$ cat src/rtl/lsu_mem_port.sv
// Data-memory initiator port: one load/store at a time, aligned accesses issued whole,
// misaligned half/word accesses split into byte accesses and reassembled little-endian.
module lsu_mem_port #(
    parameter int MEM_BYTES = 4096
) (
    input  logic        clk,
    input  logic        rst_n,
    input  logic        req_valid,
    output logic        req_ready,
    input  logic        req_write,
    input  logic [1:0]  req_size,
    input  logic        req_unsigned,
    input  logic [31:0] req_addr,
    input  logic [31:0] req_wdata,
    output logic        resp_valid,
    output logic [31:0] resp_rdata,
    output logic        resp_err,
    output logic [31:0] mem_addr,
    output logic [31:0] mem_data,
    output logic        mem_read,
    output logic        mem_write,
    output logic [1:0]  mem_size,
    output logic        mem_unsigned,
    input  logic [31:0] mem_out
);

    typedef enum logic [1:0] {
        ST_IDLE   = 2'd0,
        ST_ACCESS = 2'd1,
        ST_RESP   = 2'd2
    } state_t;

    state_t      r_state, w_state_n;
    logic        r_write, w_write_n;
    logic [1:0]  r_size, w_size_n;
    logic        r_unsigned, w_unsigned_n;
    logic [31:0] r_addr, w_addr_n;
    logic [31:0] r_wdata, w_wdata_n;
    logic        r_misal, w_misal_n;
    logic [1:0]  r_idx, w_idx_n;
    logic [31:0] r_asm, w_asm_n;
    logic        r_req_ready, w_req_ready_n;
    logic        r_resp_valid, w_resp_valid_n;
    logic [31:0] r_resp_rdata, w_resp_rdata_n;
    logic        r_resp_err, w_resp_err_n;
    logic [31:0] r_mem_addr, w_mem_addr_n;
    logic [31:0] r_mem_data, w_mem_data_n;
    logic        r_mem_read, w_mem_read_n;
    logic        r_mem_write, w_mem_write_n;
    logic [1:0]  r_mem_size, w_mem_size_n;
    logic        r_mem_unsigned, w_mem_unsigned_n;
    logic [2:0]  w_req_nbytes, w_cur_nbytes;
    logic [32:0] w_req_end;
    logic        w_fault, w_last;

    function automatic logic [2:0] f_nbytes(input logic [1:0] sz);
        case (sz)
            2'b00:   f_nbytes = 3'd1;
            2'b01:   f_nbytes = 3'd2;
            2'b10:   f_nbytes = 3'd4;
            default: f_nbytes = 3'd0;
        endcase
    endfunction

    function automatic logic [31:0] f_extend(input logic [31:0] a, input logic [1:0] sz, input logic uns);
        case (sz)
            2'b01:   f_extend = {(uns ? 16'h0000 : {16{a[15]}}), a[15:0]};
            default: f_extend = a;
        endcase
    endfunction

    // Request decode: byte count, range/size fault and last split byte
    always_comb begin
        w_req_nbytes = f_nbytes(req_size);
        w_cur_nbytes = f_nbytes(r_size);
        w_req_end    = {1'b0, req_addr} + {30'b0, w_req_nbytes} - 33'd1;
        w_fault      = (req_size == 2'b11) || (w_req_end >= 33'(MEM_BYTES));
        w_last       = (r_idx == (w_cur_nbytes[1:0] - 2'd1));
    end

    // Next-state, request latches, load assembly and response values
    always_comb begin
        w_state_n      = r_state;
        w_write_n      = r_write;
        w_size_n       = r_size;
        w_unsigned_n   = r_unsigned;
        w_addr_n       = r_addr;
        w_wdata_n      = r_wdata;
        w_misal_n      = r_misal;
        w_idx_n        = r_idx;
        w_asm_n        = r_asm;
        w_resp_rdata_n = r_resp_rdata;
        w_resp_err_n   = r_resp_err;
        case (r_state)
            ST_IDLE: begin
                if (req_valid) begin
                    w_write_n    = req_write;
                    w_size_n     = req_size;
                    w_unsigned_n = req_unsigned;
                    w_addr_n     = req_addr;
                    w_wdata_n    = req_wdata;
                    w_idx_n      = 2'd0;
                    w_asm_n      = 32'h0000_0000;
                    w_misal_n    = ((req_size == 2'b01) && req_addr[0]) ||
                                   ((req_size == 2'b10) && (req_addr[1:0] != 2'b00));
                    if (w_fault) begin
                        w_state_n      = ST_RESP;
                        w_resp_err_n   = 1'b1;
                        w_resp_rdata_n = 32'h0000_0000;
                    end else begin
                        w_state_n = ST_ACCESS;
                    end
                end else begin
                    w_state_n = ST_IDLE;
                end
            end
            ST_ACCESS: begin
                if (r_misal) begin
                    if (!r_write) begin
                        w_asm_n[{r_idx, 3'b000} +: 8] = mem_out[7:0];
                    end else begin
                        w_asm_n = r_asm;
                    end
                    if (w_last) begin
                        w_state_n      = ST_RESP;
                        w_resp_err_n   = 1'b0;
                        w_resp_rdata_n = r_write ? 32'h0000_0000 : f_extend(w_asm_n, r_size, r_unsigned);
                    end else begin
                        w_idx_n = r_idx + 2'd1;
                    end
                end else begin
                    // the memory already sized and extended an aligned load
                    w_asm_n        = r_write ? r_asm : mem_out;
                    w_state_n      = ST_RESP;
                    w_resp_err_n   = 1'b0;
                    w_resp_rdata_n = r_write ? 32'h0000_0000 : mem_out;
                end
            end
            ST_RESP: begin
                w_state_n = ST_IDLE;
            end
            default: begin
                w_state_n = ST_IDLE;
            end
        endcase
    end

    // Output values for the cycle after the edge, derived from the next state
    always_comb begin
        w_req_ready_n    = (w_state_n == ST_IDLE);
        w_resp_valid_n   = (w_state_n == ST_RESP);
        w_mem_addr_n     = 32'h0000_0000;
        w_mem_data_n     = 32'h0000_0000;
        w_mem_read_n     = 1'b0;
        w_mem_write_n    = 1'b0;
        w_mem_size_n     = 2'b00;
        w_mem_unsigned_n = 1'b0;
        if (w_state_n == ST_ACCESS) begin
            w_mem_read_n  = !w_write_n;
            w_mem_write_n = w_write_n;
            if (w_misal_n) begin
                w_mem_addr_n     = w_addr_n + {30'b0, w_idx_n};
                w_mem_size_n     = 2'b00;
                w_mem_unsigned_n = 1'b1;
                w_mem_data_n     = {24'h000000, w_wdata_n[{w_idx_n, 3'b000} +: 8]};
            end else begin
                w_mem_addr_n     = w_addr_n;
                w_mem_size_n     = w_size_n;
                w_mem_unsigned_n = w_unsigned_n;
                w_mem_data_n     = w_wdata_n;
            end
        end else begin
            w_mem_read_n  = 1'b0;
            w_mem_write_n = 1'b0;
        end
    end

    // State, latches and registered outputs
    always_ff @(posedge clk or negedge rst_n) begin
        if (!rst_n) begin
            r_state        <= ST_IDLE;
            r_write        <= 1'b0;
            r_size         <= 2'b00;
            r_unsigned     <= 1'b0;
            r_addr         <= 32'h0000_0000;
            r_wdata        <= 32'h0000_0000;
            r_misal        <= 1'b0;
            r_idx          <= 2'd0;
            r_asm          <= 32'h0000_0000;
            r_req_ready    <= 1'b1;
            r_resp_valid   <= 1'b0;
            r_resp_rdata   <= 32'h0000_0000;
            r_resp_err     <= 1'b0;
            r_mem_addr     <= 32'h0000_0000;
            r_mem_data     <= 32'h0000_0000;
            r_mem_read     <= 1'b0;
            r_mem_write    <= 1'b0;
            r_mem_size     <= 2'b00;
            r_mem_unsigned <= 1'b0;
        end else begin
            r_state        <= w_state_n;
            r_write        <= w_write_n;
            r_size         <= w_size_n;
            r_unsigned     <= w_unsigned_n;
            r_addr         <= w_addr_n;
            r_wdata        <= w_wdata_n;
            r_misal        <= w_misal_n;
            r_idx          <= w_idx_n;
            r_asm          <= w_asm_n;
            r_req_ready    <= w_req_ready_n;
            r_resp_valid   <= w_resp_valid_n;
            r_resp_rdata   <= w_resp_rdata_n;
            r_resp_err     <= w_resp_err_n;
            r_mem_addr     <= w_mem_addr_n;
            r_mem_data     <= w_mem_data_n;
            r_mem_read     <= w_mem_read_n;
            r_mem_write    <= w_mem_write_n;
            r_mem_size     <= w_mem_size_n;
            r_mem_unsigned <= w_mem_unsigned_n;
        end
    end

    assign req_ready    = r_req_ready;
    assign resp_valid   = r_resp_valid;
    assign resp_rdata   = r_resp_rdata;
    assign resp_err     = r_resp_err;
    assign mem_addr     = r_mem_addr;
    assign mem_data     = r_mem_data;
    assign mem_read     = r_mem_read;
    assign mem_write    = r_mem_write;
    assign mem_size     = r_mem_size;
    assign mem_unsigned = r_mem_unsigned;

endmodule

$ cat config.mk
export PLATFORM = sky130hd
export DESIGN_NAME = lsu_mem_port
export DESIGN_NICKNAME = d
export VERILOG_FILES = /design/src/rtl/lsu_mem_port.sv
export SDC_FILE = /design/constraint.sdc
export NUM_CORES = 1
export LEC_CHECK = 0
export ABC_CLOCK_PERIOD_IN_PS = 5100
export BUFFER_PORTS_ARGS = -buffer_cell sky130_fd_sc_hd__buf_2
export CAP_MARGIN = 25
export CORE_UTILIZATION = 45
export DETAILED_ROUTE_END_ITERATION = 7
export HOLD_SLACK_MARGIN = 0.05
export PLACE_DENSITY = 0.7
export SETUP_SLACK_MARGIN = 0.1
export SKIP_CTS_REPAIR_TIMING = 1
export SLEW_MARGIN = 20
export SYNTH_ARGS = -nofsm -noshare
export SYNTH_HDL_FRONTEND = slang
export SYNTH_SLANG_ARGS = --single-unit
export TNS_END_PERCENT = 20
$ cat constraint.sdc
create_clock -name clk -period 5.1 [get_ports clk]
set_input_delay 0.255 -clock clk [delete_from_list [all_inputs] [get_ports clk]]
set_output_delay 0.255 -clock clk [all_outputs]
set_load 0.02 [all_outputs]
==> impl_metrics.ini, run 1 <==
[final_layout]
nFillCells = 2278
fin_cells = 1859
layout_commonest_cell = nand2_1
multi_input_area_sq_mm = 0.005647
register_area_sq_mm = 0.005233
synthToLayoutAreaGrowth_pct = 20.52
nets = 1659
final_cell_mix = nand2_1 (216), dfrtp_1 (207), buf_2 (205), nor2_1 (118), inv_1 (117)
antenna_cells = 0
drive_gt1_frac = 0.2047

[clock_network]
clk_latency_ns = 0.51
cts_sinks = 209
clock_path_buffers = 3
root_buffer = clkbuf_16
cts_tree = done
numCtsBuffers = 23
h-tree-depth = 1
path_clk_slew_ns = 0.06

[sta]
timing.final.crit_share = 0.8299
finalSetupTns_ns = 0
finalSetupViolations = 0
relSlewSlack = 0.3943
finalHoldViolations = 0
fin_ws_ns = 0.8677
fmax_mhz = 236.3
skew_ns = 0.01442
rsz0062_at_grt = false
min_period_ns = 4.232
maxSlewViolCount = 0
tightest_slew_ns = 0.9016

[yosys]
ys_types = 71
async_reset_ff_frac = 1.000
yosysSeqAreaShare = 0.4523
yosysWarnings = 0
synthTopCellsByArea = dfrtp_1 (45%), nand2_1 (7.0%), ha_1 (4.4%)
synthCells = 1304
netlist_area_sq_mm = 0.01157
syn_area_per_cell_sq_um = 8.870
ys.flop_type = dfrtp_1
synth_top_area_frac = 0.4500
synth_nets = 1450
synth_edf_count = 0
yosysTopAreaCell = dfrtp_1
synth-seq-cells = 209

[flow_run]
cap_violations = 0

[worst_setup_path]
worstSetupPathType = register to register
end_kind = register
crit_family = simple AND/OR/NAND/NOR gates
cpMaxStageDelayCell = o311ai_0
cpMostUsedCell = nor2_1
critical_path.max_fanout = 19
crit_buf_inv = 1
crit_path_start_kind = register
crit_path_cell_trace = xor2_1, o311ai_0, nor2_1, mux2i_2, buf_4, ha_1, a21oi_1, or2_2, nor3_1, and3_1, nand2_1, nor4_1, xnor2_1, nor2_1
worstPathRequired_ns = 5.49
crit_arrival_ns = 4.62
cp_slowest_stage_delay_ns = 0.53

[detailed_routing]
drt-initial-drc-count = 984
vias = 10380
antenna_left = 0
avgViaCountPerCell = 5.583
routed_wl_microns = 33040
drc = 0
firstDrtPassIters = 5
post_drt_wl_per_cell_microns = 17.78

[grt]
grt-ovfl-total = 0
grt_pass1_vias = 9967
grt_pass1_wl_microns = 52270
antenna_found_initial = 0
grt_max_degree = 104
grt_usage = 0.2497

[placement]
place_ws_ns = 0.5989
place_congestion = 0.9472
place_hpwl_microns = 23830
portBuffers = 206
dp_cells = 1798

[floorplan]
rows = 58
core_area_sq_mm = 0.02518
dieArea_sq_mm = 0.02635
die_w_microns = 162.3
start_util = 0.4593
die_y_microns = 162.3
io_pins = 207

[pwr]
power.leakage_nw = 6.815
power-per-cell-area_mw_per_mm2 = 300.9
ir_drop_mv = 0.2080

[hold_path]
min_path_type = primary input to register

[run_status]
status = complete, no violations
-- cell type report --
type / count / share of cell area
multi-input cells: 910 / 0.4051
flip-flops and latches: 209 / 0.3754
repair buffers: 250 / 0.1038
clock buffers: 35 / 0.04811
inverters: 119 / 0.03204
well taps: 330 / 0.02962
clock inverters: 6 / 0.006014
-- final timing paths --
kind,start,to,slack (ns),cells after the start
min reg2reg,r_wdata[0],r_wdata[0],0.47,2
max reg2reg,r_idx[0],mem_addr[31],0.87,14
min,req_wdata[13],r_wdata[13],0.02,3
max in group asynchronous,rst_n,mem_data[14],3.44,3
max,r_idx[0],mem_addr[31],0.87,14
min in group asynchronous,rst_n,resp_rdata[0],0.34,2
-- power by group --
part | switching [mW] | internal [mW] | leakage [nW]
logic | 0.500 | 0.265 | 3.67
clock network | 0.661 | 1.01 | 0.372
registers | 0.0267 | 1.74 | 2.77
total | 1.19 | 3.01 | 6.81
-- Yosys cell counts, types with 3 or more instances --
| cell | n |
|---|---|
| nor2_1 | 118 |
| nor3b_2 | 3 |
| inv_1 | 117 |
| clkbuf_1 | 52 |
| a21o_1 | 5 |
| o2111ai_1 | 5 |
| o21ai_1 | 3 |
| o22ai_1 | 19 |
| or2_2 | 6 |
| a22o_1 | 16 |
| and2_1 | 4 |
| a22oi_1 | 19 |
| a2111oi_0 | 4 |
| mux2_2 | 11 |
| dfrtp_1 | 208 |
| o31ai_1 | 29 |
| nand3b_1 | 3 |
| nand2_1 | 216 |
| nor2b_1 | 9 |
| o32ai_1 | 10 |
| a211oi_1 | 13 |
| o21bai_1 | 5 |
| o211ai_1 | 22 |
| or3_1 | 7 |
| o21a_1 | 9 |
| nor4_1 | 4 |
| a31oi_1 | 5 |
| nand4_1 | 12 |
| nand3_1 | 35 |
| xnor2_1 | 28 |
| nor3_2 | 16 |
| nand2b_1 | 7 |
| mux2i_1 | 36 |
| a21oi_1 | 69 |
| and3_1 | 8 |
| nor3_1 | 19 |
| buf_2 | 7 |
| buf_1 | 4 |
| xor2_1 | 10 |
| ha_1 | 41 |
| o21ai_0 | 47 |
-- layer usage --
layer / vias to the layer above / GRT usage / wire (microns)
li1: 4930 / - / -
met4: 0 / 0.08062 / 998
met5: - / 0 / 0
met3: 65 / 0.04086 / 2311
met1: 4969 / 0.3423 / 14340
met2: 415 / 0.4023 / 15390
-- sequential cells by signal (all words and copies together) (netlist names), 2 cells and up --
signal and flops:
mem_addr 32, mem_data 32, r_addr 32, r_asm 32
r_wdata 32, resp_rdata 32, mem_size 2, r_idx 2
r_size 2, r_state 2
-- cell families after synthesis --
kind of cell	after synthesis	share of synthesized area
muxes	47	0.04187
DFF	209	0.4523
and+or+nand+nor	478	0.1895
AOI/OAI and AO/OA	304	0.1776
adders and majority gates	43	0.04781
buffers and inverters	185	0.06209
xor gates and xnor gates	38	0.02878
-- worst min-delay path: stages --
cell and delay, ns:
buf_2 0.08, nand2_1 0.04, nand2_1 0.10
-- through the flow --
stage,hold WS [ns],util,area [sq um],power (mW)
2_1_floorplan,-0.04059,-,11570,2.288
3_3_place_gp,0.3580,0.5157,12990,2.529
3_5_place_dp,0.3614,0.5157,12990,2.535
4_1_cts,-0.1618,0.5456,13740,4.203
5_1_grt,0.05020,0.5536,13940,4.376
6_report,0.02319,0.5536,13940,4.195
Power figures use the tool's default switching activity.
==> run 2, diff against run 1 <==
--- a/config.mk
+++ b/config.mk
@@ -5,7 +5,7 @@
 export SDC_FILE = /design/constraint.sdc
 export NUM_CORES = 1
 export LEC_CHECK = 0
-export ABC_CLOCK_PERIOD_IN_PS = 5100
+export ABC_CLOCK_PERIOD_IN_PS = 4000
 export BUFFER_PORTS_ARGS = -buffer_cell sky130_fd_sc_hd__buf_2
 export CAP_MARGIN = 25
 export CORE_UTILIZATION = 45
==> constraint.sdc (replaced) <==
create_clock -name clk -period 4 [get_ports clk]
set_input_delay 0.2 -clock clk [delete_from_list [all_inputs] [get_ports clk]]
set_output_delay 0.2 -clock clk [all_outputs]
set_load 0.02 [all_outputs]
==> impl_metrics.ini, run 2 (synthesized netlist as in run 1, its figures left out) <==
[run_status]
status = complete, no violations

[worst_setup_path]
worstPathRequired_ns = 4.39
crit_arrival_ns = 4.08
crit_path_start_kind = primary input
critical_path.max_fanout = 35
end_kind = register
worstSetupPathType = primary input to register

[floorplan]
dieArea_sq_mm = 0.02635
die_y_microns = 162.3
start_util = 0.4593
rows = 58
core_area_sq_mm = 0.02518
io_pins = 207
die_w_microns = 162.3

[clock_network]
path_clk_slew_ns = 0.06
h-tree-depth = 1
numCtsBuffers = 23
root_buffer = clkbuf_16
cts_tree = done
clk_latency_ns = 0.52
clock_path_buffers = 3
cts_sinks = 209

[grt]
grt_use_met3 = 0.04111
grt_pass1_wl_microns = 52670
grt_busiest_layer = met2
grtUsageMet2 = 0.3992
grt-ovfl-total = 0
grt_max_degree = 126
grt_usage = 0.2504
met1_usage = 0.3424
grt_pass1_vias = 10080
antenna_found_initial = 2

[sta]
fmax_mhz = 270.6
timing.final.crit_share = 0.9238
fin_ws_ns = 0.3046
finalHoldViolations = 0
skew_ns = 0.02388
relSlewSlack = 0.3594
maxSlewViolCount = 0
tightest_slew_ns = 0.9609
finalSetupViolations = 0
min_period_ns = 3.695
rsz0062_at_grt = false
holdWs_ns = 0.02245

[detailed_routing]
drt-initial-drc-count = 974
routed_wl_microns = 33950
vias = 10610
avgViaCountPerCell = 5.545
firstDrtPassIters = 5
drc = 0
post_drt_wl_per_cell_microns = 17.75
antenna_left = 0

[final_layout]
synthToLayoutAreaGrowth_pct = 24.64
nFillCells = 2253
layout_commonest_cell = nand2_1
final_cell_mix = nand2_1 (216), dfrtp_1 (207), buf_2 (205), nor2_1 (118), inv_1 (117)
finish.utilization = 0.5725
multi_input_area_sq_mm = 0.005668
drive_gt1_frac = 0.2157
register_area_sq_mm = 0.005233
nets = 1710

[pwr]
ir_drop_mv = 0.2956
power.leakage_nw = 7.039
power-per-cell-area_mw_per_mm2 = 373.5

[hold_path]
min_path_type = primary input to register

[flow_run]
cap_violations = 0

[placement]
place_congestion = 0.8916
place_hpwl_microns = 23910
place_ws_ns = -0.2367
portBuffers = 206
-- run 2: per-layer routing --
layer  vias up  share of wire
li1       5045              -
met1      5092           0.44
met2       398           0.47
met3        72          0.061
met4         0          0.034
met5         -              0
-- run 2: cell type report --
type / instances / share of cell area
sequential: 209 / 0.3630
tap: 330 / 0.02864
clock inverter: 5 / 0.005468
inverter: 119 / 0.03098
antenna: 2 / 0.0003472
timing repair buffer: 301 / 0.1321
multi-input combinational: 910 / 0.3932
clock buffer: 37 / 0.04635
-- run 2: power by group --
group / total, mW / internal (mW) / switching, mW / leakage (nW)
Sequential: 2.25 / 2.21 / 0.0348 / 2.77
Clock: 2.12 / 1.27 / 0.846 / 0.365
Combinational: 1.02 / 0.375 / 0.646 / 3.90
Total: 5.38 / 3.86 / 1.53 / 7.04
-- run 2: worst max-delay path, cell delays in order --
cell and delay, ns:
dlygate4sd3_1 0.53, buf_2 0.15, ha_1 0.31, a21oi_1 0.26, o21ai_0 0.16, a32o_1 0.23, a2111oi_0 0.46, o2111ai_1 0.19
a311oi_1 0.25, o2111ai_1 0.24, a2111oi_4 0.49, a21oi_2 0.13, buf_12 0.20, or2_2 0.28
-- run 2: path summary, 6_finish.rpt --
| check | startpoint | endpoint | slack, ns | depth (start not counted) |
|---|---|---|---|---|
| max reg2reg | r_idx[0] | mem_addr[31] | 0.41 | 14 |
| min | req_addr[6] | r_addr[6] | 0.02 | 3 |
| max | req_addr[14] | resp_valid | 0.30 | 14 |
| min reg2reg | r_wdata[1] | r_wdata[1] | 0.47 | 2 |
| max in group asynchronous | rst_n | mem_addr[3] | 2.68 | 3 |
| min in group asynchronous | rst_n | resp_valid | 0.38 | 2 |
-- run 2: per-stage QoR --
stage	instances	total power, mW	setup TNS (ns)	instance area [sq um]
global route	1913	5.619	0	14420
floorplan	1304	2.918	0	11570
detailed placement	1824	3.255	-17.10	13200
CTS	1866	5.382	0	13950
finish	1913	5.385	0	14420
global placement	1824	3.246	-0.05574	13200
==> run 3, diff against run 2 <==
--- a/config.mk
+++ b/config.mk
@@ -5,9 +5,10 @@
 export SDC_FILE = /design/constraint.sdc
 export NUM_CORES = 1
 export LEC_CHECK = 0
-export ABC_CLOCK_PERIOD_IN_PS = 4000
+export ABC_CLOCK_PERIOD_IN_PS = 3500
 export BUFFER_PORTS_ARGS = -buffer_cell sky130_fd_sc_hd__buf_2
 export CAP_MARGIN = 25
+export CORE_ASPECT_RATIO = 1.1
 export CORE_UTILIZATION = 45
 export DETAILED_ROUTE_END_ITERATION = 7
 export HOLD_SLACK_MARGIN = 0.05
==> constraint.sdc (replaced) <==
create_clock -name clk -period 3.5 [get_ports clk]
set_input_delay 0.175 -clock clk [delete_from_list [all_inputs] [get_ports clk]]
set_output_delay 0.175 -clock clk [all_outputs]
set_load 0.02 [all_outputs]
==> impl_metrics.ini, run 3 (synthesized netlist as in run 1, its figures left out) <==
[run_status]
status = finished, violations left
violations = hold timing

[clock_network]
path_clk_slew_ns = 0.06
numCtsBuffers = 23
cts_sinks = 209
root_buffer = clkbuf_16
cts_tree = done
h-tree-depth = 1
clk_latency_ns = 0.54
clock_path_buffers = 3

[final_layout]
nets = 1812
antenna_cells = 0
layout_commonest_cell = nand2_1
final_cell_mix = nand2_1 (215), dfrtp_1 (207), buf_2 (204), buf_4 (126), nor2_1 (117)
synthToLayoutAreaGrowth_pct = 37.72
finish.utilization = 0.6305
drive_gt1_frac = 0.2888

[detailed_routing]
firstDrtPassIters = 6
drc = 0
routed_wl_microns = 37420
avgViaCountPerCell = 5.552
antenna_left = 0
post_drt_wl_per_cell_microns = 18.44
vias = 11270
drt-initial-drc-count = 790

[pwr]
total_power_mw = 6.561
ir_drop_mv = 0.3638
power-per-cell-area_mw_per_mm2 = 411.9
power.leakage_nw = 7.788

[floorplan]
die_w_microns = 154.9
core_area_sq_mm = 0.02526
io_pins = 207
rows = 61
die_y_microns = 170.1
start_util = 0.4578
dieArea_sq_mm = 0.02635

[worst_setup_path]
cpMaxStageDelayCell = fa_2
end_kind = register
critical_path.max_fanout = 6
crit_path_cell_trace = buf_2, nand2b_1, ha_1, inv_2, ha_4, inv_2, fa_2, nor2b_2, o2111ai_2, buf_4, a21oi_4, or2_4, buf_6, a21boi_4, o2111ai_2, o311ai_4, a2111oi_4, buf_4, a21oi_4, buf_12, buf_12, o32ai_1
crit_path_start_kind = primary input
cp_slowest_stage_delay_ns = 0.36
crit_family = compound AO/OA/AOI/OAI gates
crit_arrival_ns = 3.81
worstSetupPathType = primary input to register
crit_buf_inv = 8
worstPathRequired_ns = 3.90

[grt]
grt_pass1_vias = 10680
grtUsageMet2 = 0.4595
grt_usage = 0.2655
met1_usage = 0.3410
grt_max_degree = 79
grt_pass1_wl_microns = 55220
grt-ovfl-total = 0
grt_busiest_layer = met2
antenna_found_initial = 2
grt_use_met3 = 0.03540

[sta]
finalHoldViolations = 2
holdWs_ns = -0.006948
finalSetupViolations = 0
timing.final.crit_share = 0.9744
maxSlewViolCount = 0
fmax_mhz = 293.2
finalSetupTns_ns = 0
rsz0062_at_grt = true
tightest_slew_ns = 0.8444
relSlewSlack = 0.4371
skew_ns = 0.03588
fin_ws_ns = 0.08963
min_period_ns = 3.410

[hold_path]
min_path_type = primary input to register

[flow_run]
cap_violations = 0

[placement]
portBuffers = 206
place_congestion = 0.9503
place_hpwl_microns = 26480
place_ws_ns = -0.6206
run 3: final timing paths:
path                                  start       endpoint  slack (ns)  cells past startpoint
max in group asynchronous             rst_n    r_wdata[18]        2.36                      3
worst min-delay path            mem_out[27]      r_asm[27]      -0.007                      3
worst min register to register   r_wdata[7]     r_wdata[7]        0.48                      2
worst max register to register     r_idx[0]   mem_addr[31]        0.24                     14
worst max-delay path            req_size[1]  resp_rdata[2]        0.09                     22
min in group asynchronous             rst_n      r_asm[30]        0.24                      2
run 3: stage by stage:
step	cells	instance area [sq um]
after floorplan	1304	11770
after global placement	1920	13940
after detailed placement	1920	13940
after CTS	1962	14760
after global routing	2029	15930
final	2029	15930
run 3: cell type report:
class                      instances  area (sq um)
tap                              346         432.9
sequential                       209          5233
inverter                         119         446.7
clock buffer                      33         673.1
clock inverter                     9         145.1
multi-input combinational        910          6050
fill                            2097          9334
timing repair buffer             403          2949
run 3: worst register-to-register path: cells and delay by family (launching register included):
| kind | cells | cell delay, ns |
|---|---|---|
| multiplexers | 1 | 0.31 |
| adder cells (fa/ha/maj) | 1 | 0.21 |
| AND/OR/NAND/NOR | 7 | 1.54 |
| XOR/XNOR | 2 | 0.32 |
| flip-flops | 1 | 0.40 |
| buffers and inverters | 1 | 0.16 |
| AO/OA/AOI/OAI | 2 | 0.21 |
run 3: report_power, final:
group | switching, mW | internal, mW
logic | 0.823 | 0.559
clock network | 1.03 | 1.57
registers | 0.0423 | 2.53
total | 1.90 | 4.66
run 3: per-layer routing:
metal  share of wire  routed length [microns]  vias up
li1                -                        -     5258
met1            0.41                    15340     5449
met2            0.50                    18730      462
met3           0.059                     2194       93
met4           0.030                     1131        4
met5         0.00072                       27        -
